## config.mk

```make
export PLATFORM = sky130hd
export DESIGN_NAME = sys_arr_feeder
export DESIGN_NICKNAME = d
export VERILOG_FILES = /design/src/rtl/sys_arr_feeder.sv
export SDC_FILE = /design/constraint.sdc
export NUM_CORES = 1
export LEC_CHECK = 0
export ABC_AREA = 1
export CORE_ASPECT_RATIO = 1.1
export CORE_MARGIN = 2
export CORE_UTILIZATION = 40
export DETAILED_ROUTE_END_ITERATION = 12
export SYNTH_ARGS = -nofsm -noshare
export SYNTH_HDL_FRONTEND = slang
export SYNTH_SLANG_ARGS = --single-unit
```

## constraint.sdc

```tcl
create_clock -name CLK -period 2.9 [get_ports CLK]
set_input_delay 0.29 -clock CLK [delete_from_list [all_inputs] [get_ports CLK]]
set_output_delay 0.29 -clock CLK [all_outputs]
set_load 0.02 [all_outputs]
```

## src/rtl/sys_arr_feeder.sv

```systemverilog
// sys_arr_feeder: transmit-side front end of an MxM systolic matrix multiplier.
// Buffers A and B one row per load beat, then replays them as diagonally
// skewed, zero-flushed a/b streams under a valid/ready handshake.
// Optional macro FEEDER_DBUF_EN: ping-pong A/B banks so the next matrix pair
// loads while the current one streams, with no LOAD bubble between streams.
module sys_arr_feeder #(
    parameter int unsigned M  = 3,
    parameter int unsigned DW = 8
) (
    input  logic                 CLK,
    input  logic                 rst_n,
    input  logic                 ld_vld,
    output logic                 ld_rdy,
    input  logic [M-1:0][DW-1:0] ld_a,
    input  logic [M-1:0][DW-1:0] ld_b,
    output logic                 s_vld,
    input  logic                 s_rdy,
    output logic [M-1:0][DW-1:0] s_a,
    output logic [M-1:0][DW-1:0] s_b,
    output logic                 done
);
    localparam int unsigned L  = 3 * M - 2;
    localparam int unsigned TW = $clog2(L) + 1;
    localparam int unsigned KW = $clog2(M);
`ifdef FEEDER_DBUF_EN
    localparam int unsigned NB = 2;
`else
    localparam int unsigned NB = 1;
`endif

    typedef enum logic {LOAD = 1'b0, STREAM = 1'b1} state_t;

    state_t        state, state_d;
    logic [KW-1:0] k, k_d;
    logic [TW-1:0] t, t_d;
    logic          ld_rdy_d, s_vld_d, done_d;
    logic          ld_xfer, s_xfer, ld_last, s_last;
    logic          sbank, lbank;

    // Row storage: mem_a[bank][k] = row k of A, mem_b[bank][k] = row k of B
    logic [M-1:0][DW-1:0] mem_a [NB][M];
    logic [M-1:0][DW-1:0] mem_b [NB][M];

    assign ld_xfer = ld_vld && ld_rdy;
    assign s_xfer  = s_vld && s_rdy;
    assign ld_last = ld_xfer && (k == KW'(M - 1));
    assign s_last  = s_xfer && (t == TW'(L - 1));

`ifdef FEEDER_DBUF_EN
    logic          sbank_d, lbank_d;
    logic [NB-1:0] full, full_d;
`else
    assign sbank = 1'b0;
    assign lbank = 1'b0;
`endif

    // Next-state, counter and registered-output decode
    always_comb begin
        state_d  = state;
        k_d      = k;
        t_d      = t;
        done_d   = s_last;
        ld_rdy_d = 1'b0;
        s_vld_d  = 1'b0;
        if (ld_xfer) k_d = ld_last ? '0 : k + KW'(1);
        if (s_xfer)  t_d = s_last ? '0 : t + TW'(1);
`ifdef FEEDER_DBUF_EN
        full_d  = full;
        sbank_d = sbank;
        lbank_d = lbank;
        if (ld_last) begin
            full_d[lbank] = 1'b1;
            lbank_d       = ~lbank;
        end
        case (state)
            LOAD: begin
                if (ld_last) begin
                    state_d = STREAM;
                    sbank_d = lbank;
                    t_d     = '0;
                end
            end
            STREAM: begin
                if (s_last) begin
                    full_d[sbank] = 1'b0;
                    if (full_d[~sbank]) sbank_d = ~sbank;
                    else                state_d = LOAD;
                end
            end
            default: state_d = LOAD;
        endcase
        ld_rdy_d = !full_d[lbank_d];
`else
        case (state)
            LOAD: begin
                if (ld_last) begin
                    state_d = STREAM;
                    t_d     = '0;
                end
            end
            STREAM: begin
                if (s_last) state_d = LOAD;
            end
            default: state_d = LOAD;
        endcase
        ld_rdy_d = (state_d == LOAD);
`endif
        s_vld_d = (state_d == STREAM);
    end

    // State, counters and handshake outputs
    always_ff @(posedge CLK or negedge rst_n) begin
        if (!rst_n) begin
            state  <= LOAD;
            k      <= '0;
            t      <= '0;
            ld_rdy <= 1'b0;
            s_vld  <= 1'b0;
            done   <= 1'b0;
        end else begin
            state  <= state_d;
            k      <= k_d;
            t      <= t_d;
            ld_rdy <= ld_rdy_d;
            s_vld  <= s_vld_d;
            done   <= done_d;
        end
    end

`ifdef FEEDER_DBUF_EN
    // Bank pointers and per-bank loaded flags
    always_ff @(posedge CLK or negedge rst_n) begin
        if (!rst_n) begin
            sbank <= 1'b0;
            lbank <= 1'b0;
            full  <= '0;
        end else begin
            sbank <= sbank_d;
            lbank <= lbank_d;
            full  <= full_d;
        end
    end
`endif

    for (genvar b = 0; b < NB; b++) begin : g_bank
        for (genvar r = 0; r < M; r++) begin : g_row
            // Capture one A/B row on its load transfer
            always_ff @(posedge CLK or negedge rst_n) begin
                if (!rst_n) begin
                    mem_a[b][r] <= '0;
                    mem_b[b][r] <= '0;
                end else if (ld_xfer && (lbank == 1'(b)) && (k == KW'(r))) begin
                    mem_a[b][r] <= ld_a;
                    mem_b[b][r] <= ld_b;
                end
            end
        end
    end

    // Lane i carries A[i][t-i] and B[t-i][i] inside its diagonal window, else 0
    for (genvar i = 0; i < M; i++) begin : g_lane
        logic [KW-1:0] da;
        logic          hit;
        assign da     = KW'(t - TW'(i));
        assign hit    = s_vld && (t >= TW'(i)) && (t < TW'(i + M));
        assign s_a[i] = hit ? mem_a[sbank][i][da] : '0;
        assign s_b[i] = hit ? mem_b[sbank][da][i] : '0;
    end
endmodule

```

* Yosys cells after proc, flatten, opt, wreduce, memory -nomap -nowiden
Cells that the tools add are included.
** Cells by class
- $lt $le $gt $ge :: 12
- Eq/ne operators :: 3
- Bitwise logic cells :: 5
- Reductions and logical operators :: 13
- Add/sub/neg operators :: 4
- Mux-type cells :: 29
** Operators with widths (number)
- binary-select mux 24 bit (select 2 bit) :: 3
- two-way mux 8 bit :: 11
- binary-select mux 8 bit (select 2 bit) :: 3
- two-way mux 24 bit :: 2
- two-way mux 16 bit :: 2
- two-way mux 4 bit :: 4
- logical AND 1 bit :: 12
- >= comparator 3 bit, second input constant :: 3
- < comparator 2 x 3 -> 1 bit, second input constant :: 3
- inverter 2 -> 3 bit :: 3
- >= comparator 4 x 1 -> 1 bit, second input constant :: 2
- < comparator 4 x 3 -> 1 bit, second input constant :: 2
- adder 4 x 1 -> 4 bit, second input constant :: 1
- equality test 4 x 3 -> 1 bit, second input constant :: 1
- >= comparator 4 x 2 -> 1 bit, second input constant :: 1
- < comparator 4 x 2 -> 1 bit, second input constant :: 1
- adder 2 x 1 -> 2 bit, second input constant :: 1
- equality test 2 x 1 -> 1 bit, second input constant :: 1
- equality test 2 bit, second input constant :: 1
- logical NOT 2 bit :: 1
- two-way mux 1 bit :: 2
- two-way mux 2 bit :: 1
- inverter 1 bit :: 2
- one-hot mux 1 bit (2 select lines) :: 1
- other kinds (2) :: 2
** Word-level totals
- Bits of input ports :: 52
- Flip-flop bits (word level) :: 153

* Depth between registers and ports, before layout
- Depth in word-level cells :: 6
- Depth in mapped cells :: 8

* Least setup slack after synthesis
No wires, ideal clock.
- Path kind :: register to output
- Start :: register t[1]
- End :: output port s_a[11] (netlist name)
- Arrival time :: 2.124 ns
- Stages on the path, launching flop included :: 9
- Path slack :: 0.486 ns
- Buffers on the path :: 3
- Path through :: dfrtp_1 -> inv_2 -> buf_1 -> ha_1 -> buf_2 -> nor2_2 -> buf_2 -> nand2_1 -> a21oi_1
** RTL lines
- start, declared :: line 35 : logic [TW-1:0] t, t_d;
- start signal, assigned :: line 123 : t <= t_d;
- end, declared :: line 18 : output logic [M-1:0][DW-1:0] s_a,

==> flow_summary.yaml <==
cts:
  cts_buffers: 17
  cts_buffer_depth: 2
  clkSlewWorstSetupHoldPaths_ns: 0.06
  clock-sinks: 153
  cts-root-buf: "clkbuf_16"
  h-tree-depth: 4
  cts_tree: "done"
  clk-insertion-delay-late_ns: 0.42
timing:
  period_share_pct: 97.1
  slew_headroom_pct: 59.0
  layout_setup_ws_ns: 0.0829
  grt_setup_unrepaired: "yes"
  period_minus_slack_ns: 2.82
  drv_slew: 0
  finClkSkew_ns: 0.00526
  setup_violations: 0
  fin_setup_tns_ns: 0
  fmax_mhz: 355
  hold_viol_final: 0
  tightest_slew_ns: 0.615
grt:
  grt_max_degree: 64
  grtUsageMet2_pct: 32.2
  grt_use_total_pct: 20.9
  antenna_found_initial: 0
  grt_pass1_wl_um: 30000
  use_met3_pct: 3.60
  busiest_layer: "met2"
  overflow: 0
  grt_pass1_vias: 5665
  grt_util_met1_pct: 29.9
critical_path:
  crit_path_top_delay_cell: "clkdlybuf4s50_1"
  cp.required_ns: 2.61
  critical_path_class: "reg2out"
  cp-end-kind: "primary output"
  worstPathMaxFanout: 8
  arrival_ns: 2.53
  critPathLaunchType: "flop"
  critPathMaxStageDelay_ns: 0.61
  crit_chain: "inv_2, ha_2, inv_1, a21oi_1, nand3_4, buf_4, nor2_1, clkdlybuf4s50_1"
drt:
  wl_per_cell_um: 14.5
  wl_um: 18300
  firstDrtPassIters: 4
  vias: 5991
  drc_errors: 0
  drt_iter0_drc: 405
  ant_nets: 0
  avgViaCountPerCell: 4.74
place:
  routabilityCongestion: 0.807
  dp_cells: 1232
  portBuffers: 102
  dp_hpwl_um: 12200
  place_ws_ns: 0.243
logic_synthesis:
  ys_ff_latch: 153
  synthDistinctLibCells: 18
  syn_area_mm2: 0.00704
  syn_area_per_cell_um2: 7.67
  syn_inst: 918
  yosys_warnings: 0
  synthesis.nets: 974
  synth-seq-area-share_pct: 54.4
power:
  p_total_mw: 10.4
  ir_drop_v: 0.000633
  leakage_nw: 4.76
  pwr_density_cell_mw_per_mm2: 1140
floorplanning:
  fp.dieH_um: 143
  start_util_pct: 41.1
  rows: 50
  pin_count: 103
  dieArea_mm2: 0.0187
  core_mm2: 0.0171
  die_w_um: 130
final_layout:
  layout_common_cells: "283 x nand2_1, 153 x dfrtp_1, 147 x o21ai_0, 109 x inv_1, 104 x nor2_1"
  final_cell_count_no_fill: 1265
  fillCellCount: 1726
  final_common_cell: "nand2_1"
  area_growth_pct: 30.0
  seqCellArea_mm2: 0.00383
  final_net_count: 1074
  drive_above_1_share_pct: 6.40
  multi_input_area_mm2: 0.00263
  n_antenna_cell: 0
run_status:
  status: "finished, final reports clean"
worst_hold_path:
  hold_class: "in2async"
flow_run:
  cap_viol_max_count: 0
metrics by stage:
step | hold WS (ns) | instance area [um^2] | util (%)
4_1_cts | 0.438 | 9110 | 53.1
6_report | 0.416 | 9160 | 53.4
5_1_grt | 0.474 | 9160 | 53.4
3_3_place_gp | 0.322 | 8420 | 49.1
2_1_floorplan | -0.00559 | 7040 | -
3_5_place_dp | 0.316 | 8420 | 49.1
synth_stat cells, drive strengths merged:
master / number / area [um^2]
o21bai: 1 / 7.51
clkinv: 1 / 3.75
xor2: 1 / 8.76
ha: 4 / 50.1
clkbuf: 25 / 93.8
o21ai: 147 / 736
nand2: 284 / 1070
o211ai: 1 / 7.51
buf: 24 / 121
dfrtp: 153 / 3830
nor2: 106 / 400
inv: 111 / 417
nand3: 27 / 135
a21oi: 33 / 165
state kept, by name, summed over array words and instances (netlist names):
name,flops
t,4
state,1
ld_rdy,1
mem_a,72
done,1
mem_b,72
k,2
where the power goes:
part | internal, mW | switching, mW
clock network | 1.67 | 0.883
registers | 3.16 | 0.576
logic | 1.59 | 2.55
total | 6.41 | 4.00
final timing paths:
path	from	end	slack, ns	cells past startpoint
worst min register to register	mem_b[62]	mem_b[62]	0.48	2
worst min-delay path	rst_n	mem_b[68]	0.42	2
max in group asynchronous	rst_n	mem_a[24]	1.64	3
worst max-delay path	t[1]	s_b[17]	0.08	8
worst max register to register	ld_rdy	mem_a[25]	1.06	6
min in group CLK	ld_b[10]	mem_b[58]	0.47	3
cells by family (layout without fill, tap and decap cells):
family,after synthesis,count (layout),share of synthesized area [%]
xor gates and xnor gates,1,1,0.124
and+or+nand+nor,417,417,22.7
adders and majority gates,4,4,0.711
AOI/OAI and AO/OA,182,182,13.0
buffers and inverters,161,274,9.03
DFF,153,153,54.4
metal layers:
metal,share of wire (%),up-vias
met2,47,114
met1,49,2825
li1,-,3034
met5,0,-
met4,1.4,0
met3,3.2,18
final cells by class:
cell class	instances	area share (%)
sequential	153	41.8
multi-input combinational	604	28.7
timing repair buffer	130	14.3
clock buffer	22	5.07
inverter	112	4.59
tap	234	3.20
clock inverter	10	2.34
repair_timing:
item / CTS / global route
gates cloned: 0 / 0
buffers inserted: 0 / 0
setup endpoints to repair: 30 / 30
hold buffers: 1 / 0
endpoints found under the hold margin: 60 / 0
gates resized for setup: 18 / 18
worst max-delay path: cells and delay by family (launching register included):
kind                     cells  cell delay, ns
AND/OR/NAND/NOR              2            0.31
AO/OA/AOI/OAI                1            0.22
flip-flops                   1            0.46
adder cells (fa/ha/maj)      1            0.15
buffers and inverters        4            0.97
Note: power is estimated with default switching activity, not from simulation.
